## config.mk

```make
export PLATFORM = sky130hd
export DESIGN_NAME = clock_mode_ctrl_flat
export DESIGN_NICKNAME = d
export VERILOG_FILES = /design/src/rtl/clock_mode_ctrl_pkg.sv /design/src/rtl/clock_mode_ctrl_if.sv /design/src/rtl/clock_mode_ctrl_key_conditioner.sv /design/src/rtl/clock_mode_ctrl.sv /design/src/flat_wrapper.sv
export SDC_FILE = /design/constraint.sdc
export NUM_CORES = 1
export LEC_CHECK = 0
export BUFFER_PORTS_ARGS = -buffer_cell sky130_fd_sc_hd__buf_2
export CAP_MARGIN = 5
export CORE_MARGIN = 5
export CORE_UTILIZATION = 55
export CTS_BUF_LIST = sky130_fd_sc_hd__clkbuf_4
export DETAILED_ROUTE_END_ITERATION = 7
export HOLD_SLACK_MARGIN = 0.02
export PLACE_DENSITY = 0.75
export SLEW_MARGIN = 40
export SYNTH_ARGS = -nofsm -noshare
export SYNTH_HDL_FRONTEND = slang
export SYNTH_HIERARCHICAL = 1
export SYNTH_SLANG_ARGS = --single-unit
```

## constraint.sdc

```tcl
create_clock -name clk -period 1.9 [get_ports clk]
set_input_delay 0.19 -clock clk [delete_from_list [all_inputs] [get_ports clk]]
set_output_delay 0.19 -clock clk [all_outputs]
set_load 0.05 [all_outputs]
```

## src/rtl/clock_mode_ctrl_pkg.sv

```systemverilog
// Shared types and constants for the clock / stopwatch mode controller.
// State codes, blink field codes and default timing constants.
package clock_pkg;

    typedef enum logic [2:0] {
        RELOGIO      = 3'b000,
        CONFIG_HOR   = 3'b001,
        CONFIG_MIN   = 3'b010,
        CRON_PARADO  = 3'b011,
        CRON_RODANDO = 3'b100
    } state_t;

    localparam logic [1:0] BLINK_NONE = 2'b00;
    localparam logic [1:0] BLINK_HOR  = 2'b01;
    localparam logic [1:0] BLINK_MIN  = 2'b10;

    localparam logic [15:0] DEBOUNCE_DEFAULT = 16'd50000;
    localparam logic [23:0] HOLD_DEFAULT     = 24'd25000000;
    localparam logic [23:0] REPEAT_DEFAULT   = 24'd5000000;

    function automatic logic [1:0] blink_of(input state_t s);
        case (s)
            CONFIG_HOR: blink_of = BLINK_HOR;
            CONFIG_MIN: blink_of = BLINK_MIN;
            default:    blink_of = BLINK_NONE;
        endcase
    endfunction

endpackage

```

## src/rtl/clock_mode_ctrl_if.sv

```systemverilog
// Board-side bundle of the mode controller: time bases, switches,
// keys in; counter strobes and display decode out.
interface clock_mode_ctrl_if;

    logic       tick_1hz;
    logic       tick_100hz;
    logic       swState;
    logic       swHor;
    logic       swMin;
    logic       key0;
    logic       key1;
    logic       key2;
    logic       key3;
    logic       sec_en;
    logic       sec_clr;
    logic       hor_inc;
    logic       hor_dec;
    logic       min_inc;
    logic       min_dec;
    logic       sw_en;
    logic       sw_clr;
    logic       disp_sel;
    logic [1:0] blink;
    logic [2:0] mode;

    modport master (
        output tick_1hz, tick_100hz, swState, swHor, swMin,
        output key0, key1, key2, key3,
        input  sec_en, sec_clr, hor_inc, hor_dec, min_inc, min_dec,
        input  sw_en, sw_clr, disp_sel, blink, mode
    );

    modport slave (
        input  tick_1hz, tick_100hz, swState, swHor, swMin,
        input  key0, key1, key2, key3,
        output sec_en, sec_clr, hor_inc, hor_dec, min_inc, min_dec,
        output sw_en, sw_clr, disp_sel, blink, mode
    );

endinterface

```

## src/rtl/clock_mode_ctrl_key_conditioner.sv

```systemverilog
// One active-low push key: 2-FF synchronizer, debounce, press pulse.
// down is the accepted level (1 = held); press marks release->press.
module key_conditioner
    import clock_pkg::*;
#(
    parameter logic [15:0] DEBOUNCE_CYCLES = DEBOUNCE_DEFAULT
) (
    input  logic clk,
    input  logic rst,
    input  logic key,
    output logic down,
    output logic press
);

    logic        sync1;
    logic        sync2;
    logic        level;
    logic [15:0] count;

    // Accept a new level only after an unbroken run of differing samples.
    always_ff @(posedge clk) begin
        if (rst) begin
            sync1 <= 1'b1;
            sync2 <= 1'b1;
            level <= 1'b1;
            count <= '0;
            press <= 1'b0;
        end else begin
            sync1 <= key;
            sync2 <= sync1;
            press <= 1'b0;
            if (sync2 == level) begin
                count <= '0;
            end else if (count == DEBOUNCE_CYCLES - 16'd1) begin
                count <= '0;
                level <= sync2;
                press <= ~sync2;
            end else begin
                count <= count + 16'd1;
            end
        end
    end

    assign down = ~level;

endmodule

```

## src/rtl/clock_mode_ctrl.sv

```systemverilog
// Operating-mode controller for the clock / stopwatch datapath:
// conditions switches and keys, issues one-cycle counter strobes.
module clock_mode_ctrl
    import clock_pkg::*;
#(
    parameter logic [15:0] DEBOUNCE_CYCLES = DEBOUNCE_DEFAULT,
    parameter logic [23:0] HOLD_CYCLES     = HOLD_DEFAULT,
    parameter logic [23:0] REPEAT_CYCLES   = REPEAT_DEFAULT
) (
    input  logic              clk,
    input  logic              rst,
    clock_mode_ctrl_if.slave  bus
);

    logic        st_s1, st_s2, hor_s1, hor_s2, min_s1, min_s2;
    logic [3:0]  press;
    logic [3:2]  down;
    logic [1:0]  down_unused;
    state_t      state, next_state;
    logic        sw_running, next_running;
    logic        sw_trans, is_cfg, hold_keep, fire;
    logic        clr_ev, inc_ev, dec_ev;
    logic [23:0] hold_cnt;
    logic        repeating;
    logic        sec_en, sec_clr, hor_inc, hor_dec;
    logic        min_inc, min_dec, sw_en, sw_clr, disp_sel;
    logic [1:0]  blink;

    // Switch synchronizers; swState idles in clock view so reset cannot
    // bounce the FSM into the stopwatch before real inputs arrive.
    always_ff @(posedge clk) begin
        if (rst) begin
            st_s1  <= 1'b1;
            st_s2  <= 1'b1;
            hor_s1 <= 1'b0;
            hor_s2 <= 1'b0;
            min_s1 <= 1'b0;
            min_s2 <= 1'b0;
        end else begin
            st_s1  <= bus.swState;
            st_s2  <= st_s1;
            hor_s1 <= bus.swHor;
            hor_s2 <= hor_s1;
            min_s1 <= bus.swMin;
            min_s2 <= min_s1;
        end
    end

    key_conditioner #(.DEBOUNCE_CYCLES(DEBOUNCE_CYCLES)) key0_cond (
        .clk(clk), .rst(rst), .key(bus.key0),
        .down(down_unused[0]), .press(press[0])
    );
    key_conditioner #(.DEBOUNCE_CYCLES(DEBOUNCE_CYCLES)) key1_cond (
        .clk(clk), .rst(rst), .key(bus.key1),
        .down(down_unused[1]), .press(press[1])
    );
    key_conditioner #(.DEBOUNCE_CYCLES(DEBOUNCE_CYCLES)) key2_cond (
        .clk(clk), .rst(rst), .key(bus.key2),
        .down(down[2]), .press(press[2])
    );
    key_conditioner #(.DEBOUNCE_CYCLES(DEBOUNCE_CYCLES)) key3_cond (
        .clk(clk), .rst(rst), .key(bus.key3),
        .down(down[3]), .press(press[3])
    );

    // Next state and key events; a switch transition swallows key presses.
    always_comb begin
        next_state   = state;
        next_running = sw_running;
        sw_trans     = 1'b0;
        case (state)
            RELOGIO: begin
                if (hor_s2) begin
                    next_state = CONFIG_HOR;
                    sw_trans   = 1'b1;
                end else if (min_s2) begin
                    next_state = CONFIG_MIN;
                    sw_trans   = 1'b1;
                end else if (!st_s2) begin
                    next_state = sw_running ? CRON_RODANDO : CRON_PARADO;
                    sw_trans   = 1'b1;
                end
            end
            CONFIG_HOR: begin
                if (!hor_s2) begin
                    next_state = RELOGIO;
                    sw_trans   = 1'b1;
                end
            end
            CONFIG_MIN: begin
                if (!min_s2) begin
                    next_state = RELOGIO;
                    sw_trans   = 1'b1;
                end
            end
            CRON_PARADO, CRON_RODANDO: begin
                if (st_s2) begin
                    next_state = RELOGIO;
                    sw_trans   = 1'b1;
                end else if (press[1]) begin
                    next_running = ~sw_running;
                    next_state   = next_running ? CRON_RODANDO : CRON_PARADO;
                end
            end
            default: next_state = RELOGIO;
        endcase
        is_cfg    = (state == CONFIG_HOR) || (state == CONFIG_MIN);
        hold_keep = is_cfg && !sw_trans && (down[2] ^ down[3]);
        fire      = hold_keep && (repeating ? (hold_cnt == REPEAT_CYCLES)
                                            : (hold_cnt == HOLD_CYCLES));
        clr_ev    = !sw_trans && (state == RELOGIO) && press[0];
        inc_ev    = !sw_trans && is_cfg &&
                    ((press[2] && !down[3]) || (fire && down[2]));
        dec_ev    = !sw_trans && is_cfg &&
                    ((press[3] && !down[2]) || (fire && down[3]));
    end

    // State register and stopwatch run flag.
    always_ff @(posedge clk) begin
        if (rst) begin
            state      <= RELOGIO;
            sw_running <= 1'b0;
        end else begin
            state      <= next_state;
            sw_running <= next_running;
        end
    end

    // Hold timer for key2/key3 auto-repeat in the config states.
    always_ff @(posedge clk) begin
        if (rst || !hold_keep) begin
            hold_cnt  <= '0;
            repeating <= 1'b0;
        end else if (fire) begin
            hold_cnt  <= 24'd1;
            repeating <= 1'b1;
        end else begin
            hold_cnt  <= hold_cnt + 24'd1;
        end
    end

    // Registered strobes and display decodes.
    always_ff @(posedge clk) begin
        if (rst) begin
            sec_en   <= 1'b0;
            sec_clr  <= 1'b0;
            hor_inc  <= 1'b0;
            hor_dec  <= 1'b0;
            min_inc  <= 1'b0;
            min_dec  <= 1'b0;
            sw_en    <= 1'b0;
            sw_clr   <= 1'b0;
            disp_sel <= 1'b0;
            blink    <= BLINK_NONE;
        end else begin
            sec_en   <= bus.tick_1hz && !is_cfg && !clr_ev;
            sec_clr  <= clr_ev;
            hor_inc  <= inc_ev && (state == CONFIG_HOR);
            hor_dec  <= dec_ev && (state == CONFIG_HOR);
            min_inc  <= inc_ev && (state == CONFIG_MIN);
            min_dec  <= dec_ev && (state == CONFIG_MIN);
            sw_en    <= bus.tick_100hz && sw_running;
            sw_clr   <= !sw_trans && (state == CRON_PARADO) && press[0];
            disp_sel <= (next_state == CRON_PARADO) ||
                        (next_state == CRON_RODANDO);
            blink    <= blink_of(next_state);
        end
    end

    assign bus.sec_en   = sec_en;
    assign bus.sec_clr  = sec_clr;
    assign bus.hor_inc  = hor_inc;
    assign bus.hor_dec  = hor_dec;
    assign bus.min_inc  = min_inc;
    assign bus.min_dec  = min_dec;
    assign bus.sw_en    = sw_en;
    assign bus.sw_clr   = sw_clr;
    assign bus.disp_sel = disp_sel;
    assign bus.blink    = blink;
    assign bus.mode     = state;

endmodule
```

## src/flat_wrapper.sv

```systemverilog
// flat-port wrapper written by rule: the top's interface ports become plain ports
module clock_mode_ctrl_flat import clock_pkg::*;
#(
    parameter logic [15:0] DEBOUNCE_CYCLES = DEBOUNCE_DEFAULT,
    parameter logic [23:0] HOLD_CYCLES     = HOLD_DEFAULT,
    parameter logic [23:0] REPEAT_CYCLES   = REPEAT_DEFAULT
)
  (clk, rst, bus_tick_1hz, bus_tick_100hz, bus_swState, bus_swHor, bus_swMin, bus_key0, bus_key1, bus_key2, bus_key3, bus_sec_en, bus_sec_clr, bus_hor_inc, bus_hor_dec, bus_min_inc, bus_min_dec, bus_sw_en, bus_sw_clr, bus_disp_sel, bus_blink, bus_mode);
  clock_mode_ctrl_if bus_i ();
  input  logic clk;
  input  logic rst;
  input wire logic [$bits(bus_i.tick_1hz)-1:0] bus_tick_1hz;
  input wire logic [$bits(bus_i.tick_100hz)-1:0] bus_tick_100hz;
  input wire logic [$bits(bus_i.swState)-1:0] bus_swState;
  input wire logic [$bits(bus_i.swHor)-1:0] bus_swHor;
  input wire logic [$bits(bus_i.swMin)-1:0] bus_swMin;
  input wire logic [$bits(bus_i.key0)-1:0] bus_key0;
  input wire logic [$bits(bus_i.key1)-1:0] bus_key1;
  input wire logic [$bits(bus_i.key2)-1:0] bus_key2;
  input wire logic [$bits(bus_i.key3)-1:0] bus_key3;
  output wire logic [$bits(bus_i.sec_en)-1:0] bus_sec_en;
  output wire logic [$bits(bus_i.sec_clr)-1:0] bus_sec_clr;
  output wire logic [$bits(bus_i.hor_inc)-1:0] bus_hor_inc;
  output wire logic [$bits(bus_i.hor_dec)-1:0] bus_hor_dec;
  output wire logic [$bits(bus_i.min_inc)-1:0] bus_min_inc;
  output wire logic [$bits(bus_i.min_dec)-1:0] bus_min_dec;
  output wire logic [$bits(bus_i.sw_en)-1:0] bus_sw_en;
  output wire logic [$bits(bus_i.sw_clr)-1:0] bus_sw_clr;
  output wire logic [$bits(bus_i.disp_sel)-1:0] bus_disp_sel;
  output wire logic [$bits(bus_i.blink)-1:0] bus_blink;
  output wire logic [$bits(bus_i.mode)-1:0] bus_mode;
  assign bus_i.tick_1hz = bus_tick_1hz;
  assign bus_i.tick_100hz = bus_tick_100hz;
  assign bus_i.swState = bus_swState;
  assign bus_i.swHor = bus_swHor;
  assign bus_i.swMin = bus_swMin;
  assign bus_i.key0 = bus_key0;
  assign bus_i.key1 = bus_key1;
  assign bus_i.key2 = bus_key2;
  assign bus_i.key3 = bus_key3;
  assign bus_sec_en = bus_i.sec_en;
  assign bus_sec_clr = bus_i.sec_clr;
  assign bus_hor_inc = bus_i.hor_inc;
  assign bus_hor_dec = bus_i.hor_dec;
  assign bus_min_inc = bus_i.min_inc;
  assign bus_min_dec = bus_i.min_dec;
  assign bus_sw_en = bus_i.sw_en;
  assign bus_sw_clr = bus_i.sw_clr;
  assign bus_disp_sel = bus_i.disp_sel;
  assign bus_blink = bus_i.blink;
  assign bus_mode = bus_i.mode;
  clock_mode_ctrl #(.DEBOUNCE_CYCLES(DEBOUNCE_CYCLES), .HOLD_CYCLES(HOLD_CYCLES), .REPEAT_CYCLES(REPEAT_CYCLES)) u_core (.clk(clk), .rst(rst), .bus(bus_i));
endmodule
```

==> results.toml <==
[sta]
fin_skew_ns = 0.01307
worst_pin_slew_ns = 0.4651
finalSetupViolCount = 0
report.final.slew_viol_count = 0
finalHoldViolCount = 0
fin_crit_sh_pct = 98.03
finalSetupTns_ns = 0
min_period_ns = 1.863
rsz0062_at_grt = "false"
slew_headroom_pct = 68.89
fmax_ghz = 0.5369

[worst_setup_path]
crit_path_start_kind = "flip-flop"
crit_path_start = "u_core/key3_cond/count[5]$_SDFF_PP0_"
crit_slowest_cell = "or4_4"
critPathMaxFanout = 4
crit_type = "flip-flop to flip-flop"
reg2reg_to = "u_core/key3_cond/level$_SDFFE_PP1P_"
ff2ff_setup_slack_ns = 0.04
cp-endpoint = "u_core/key3_cond/level$_SDFFE_PP1P_"
path_cells = "or4b_1 -> or4_4 -> a211o_1"
end_kind = "flip-flop"
max_stage_delay_ns = 0.59
critPathRequiredTime_ns = 2.30
worstSetupPathDepth = 3
r2r_cells = 3
critPathArrivalTime_ns = 2.26
r2r-start = "u_core/key3_cond/count[5]$_SDFF_PP0_"
crit_buf_inv = 0
crit_family = "simple AND/OR/NAND/NOR gates"

[synth]
synthesis.area_um2 = 5738
synth_cell_types = 61
yosys.area_share.simple_pct = 31.55
synth-adder-area-share_pct = 1.308
yosys_warnings = 6
synth-xor-area-share_pct = 10.99
syn_inst = 634
synth_edf_count = 0
syn_nets = 651
yosysTopAreaCell = "dfxtp_1"
synth_top_family_by_area = "simple AND/OR/NAND/NOR gates"
synth_mux_area_share_pct = 0
netlist_top_cells_area = "dfxtp_1, xnor2_1, nor2_1"
synth_compound_area_share_pct = 6.912
ys_seq_elements = 126
yosys.area.top_type_share_pct = 43.96
synth_area_per_cell_um2 = 9.050
synth_ff_type = "dfxtp_1"
synth-seq-area-share_pct = 43.96
ys_async_sr_fraction_pct = 0

[grt]
grt_max_degree = 23
antenna_found_initial = 0
grt_overflow = 0
grt.total_usage_pct = 18.75
grt_pass1_vias = 4528
grt_pass1_wl_um = 19950

[cells_and_area]
n_antenna_cell = 0
drive_gt1_share_pct = 17.75
syn_to_final_growth_pct = 13.52
final_nets = 714

[placement]
io_buffers = 24
place_congestion = 0.8896
dp_hpwl_um = 8059

[cts]
root_buffer = "clkbuf_4"
numCtsBuffers = 17
cts.sinks = 126
clk_path_buf_depth = 2
ctsHtreeMaxLevel = 4
cts_tree = "built"
clkLatencyLatePin_ns = 0.50
clk_pin_slew_ns = 0.10

[power]
power_density_nw_per_um2 = 735.2
finalPower_w = 0.004789
power_leakage_nw = 2.106
peakVddDrop_mv = 0.4812

[floorplanning]
core_area_um2 = 10230
rows = 37
die_area_um2 = 12580
start_util_pct = 56.08
die_y_um = 112.1
boundaryPins = 25
die_w_um = 112.1

[drt]
wl_per_cell_um = 13.30
viasPerCell = 5.426
num_vias = 4590
ant_nets = 0
drt_iter0_drc = 318
drt-total-wl_um = 11250
firstDrtPassIters = 4
drc_errors = 0

[worst_hold_path]
worstHoldPathType = "input port to flip-flop"

[run]
cap_violations = 0

[run_status]
status = "complete, no violations"
[cells in the mapped netlist (4+ instances only)]
cell type / number
a21oi_1: 18
buf_6: 6
dfxtp_1: 126
or4_1: 5
nand2_1: 22
or4_4: 6
o21ai_0: 12
clkbuf_1: 12
nand4b_1: 4
inv_1: 29
nand2b_1: 5
ha_1: 6
xor2_1: 18
xnor2_1: 54
or2_2: 11
and4_1: 5
nor2_1: 105
nand4_1: 34
nand3_1: 24
nor4_1: 13
and2_1: 7
or3_1: 14
nor2b_1: 9
nor3_1: 26
nand3_2: 4
[cell usage in the layout, fill, tap and decap left out, types with 4 or more instances in the layout]
cell / count
or3_1: 14
ha_1: 6
and2_1: 7
clkbuf_4: 17
or2_2: 11
nand2b_1: 5
xnor2_1: 54
buf_4: 35
or4_1: 5
nand4b_1: 4
clkinv_1: 5
and4_1: 4
o21ai_0: 12
xor2_1: 18
buf_2: 24
inv_1: 29
nor2_1: 105
nand2_1: 22
nor3_1: 26
nand3_2: 4
nor2b_1: 9
or4_4: 6
dfxtp_1: 125
nor4_1: 13
a21oi_1: 18
dlygate4sd3_1: 9
nand3_1: 24
nand4_1: 34
bufinv_16: 4
[area by class of cell]
class                           instances  area [um^2]
Clock buffer                           17        127.6
Tap cell                              136        170.2
Sequential cell                       126         2524
Multi-Input combinational cell        454         2914
Fill cell                             856         3717
Inverter                               29        108.9
Timing Repair Buffer                   69        493.0
Clock inverter                         15        176.4
[metrics by stage]
stage | util, % | hold slack [ns] | area, um^2 | cells | setup slack (ns)
6_report | 63.67 | 0.1339 | 6514 | 846 | 0.03744
3_3_place_gp | 59.73 | 0.3712 | 6111 | 804 | 0.07854
3_5_place_dp | 59.73 | 0.3753 | 6111 | 804 | 0.05783
5_1_grt | 63.67 | 0.1347 | 6514 | 846 | 0.009437
4_1_cts | 63.58 | 0.09404 | 6505 | 845 | 0.04510
2_1_floorplan | - | 0.2616 | 5739 | 634 | 0.002619
[sequential cells by signal (all words and copies together) (netlist names), 2 cells and up]
name                    flops
u_core/bus.blink            2
u_core/bus.mode             3
u_core/key3_cond/count     16
u_core/key2_cond/count     16
u_core/key1_cond/count     16
u_core/hold_cnt            24
u_core/key0_cond/count     16
[where the power goes]
part	total (W)	switching [W]	internal, W
registers	0.00268	0.0000171	0.00266
logic	0.000162	0.0000885	0.0000736
clock network	0.00195	0.000933	0.00101
[cell families (layout without fill, tap and decap cells)]
group | after synthesis | in the layout
and+or+nand+nor | 321 | 321
DFF | 126 | 126
xor gates and xnor gates | 72 | 72
AOI/OAI and AO/OA | 55 | 55
buffers and inverters | 54 | 130
adders and majority gates | 6 | 6
[worst min-delay path by stage]
stage / from / endpoint / slack (ns) / depth (start not counted)
CTS: rst / u_core/key3_cond/level$_SDFFE_PP1P_ / 0.09 / 2
global placement: bus_key1 / u_core/key1_cond/sync1$_SDFF_PP1_ / 0.37 / 2
global route: rst / u_core/key3_cond/level$_SDFFE_PP1P_ / 0.13 / 2
detailed placement: bus_key1 / u_core/key1_cond/sync1$_SDFF_PP1_ / 0.38 / 2
floorplan: rst / u_core/hor_s1$_SDFF_PP0_ / 0.26 / 1
finish: rst / u_core/key3_cond/level$_SDFFE_PP1P_ / 0.13 / 2
[worst register-to-register path: cells and delay by family, from the launching register on]
family           cells  cell delay (ns)
AND/OR/NAND/NOR      2             1.11
flip-flops           1             0.36
AO/OA/AOI/OAI        1             0.30
[what timing repair did]
item,in CTS,in global routing
hold endpoints to repair,9,0
endpoints found under the setup margin,0,3
resized for setup,0,1
buffers inserted,0,1
hold buffers,9,0
[per-layer routing]
layer / global-route usage [%] / part of all wire [%] / vias to the layer above / routed length, um
met5: 0 / 0 / - / 0
met4: 5.288 / 1.1 / 0 / 127
met3: 4.690 / 3.6 / 10 / 408
met2: 32.34 / 50 / 80 / 5623
met1: 23.27 / 45 / 2157 / 5089
li1: - / - / 2343 / -
No activity file was read; power rests on OpenSTA's default activity.
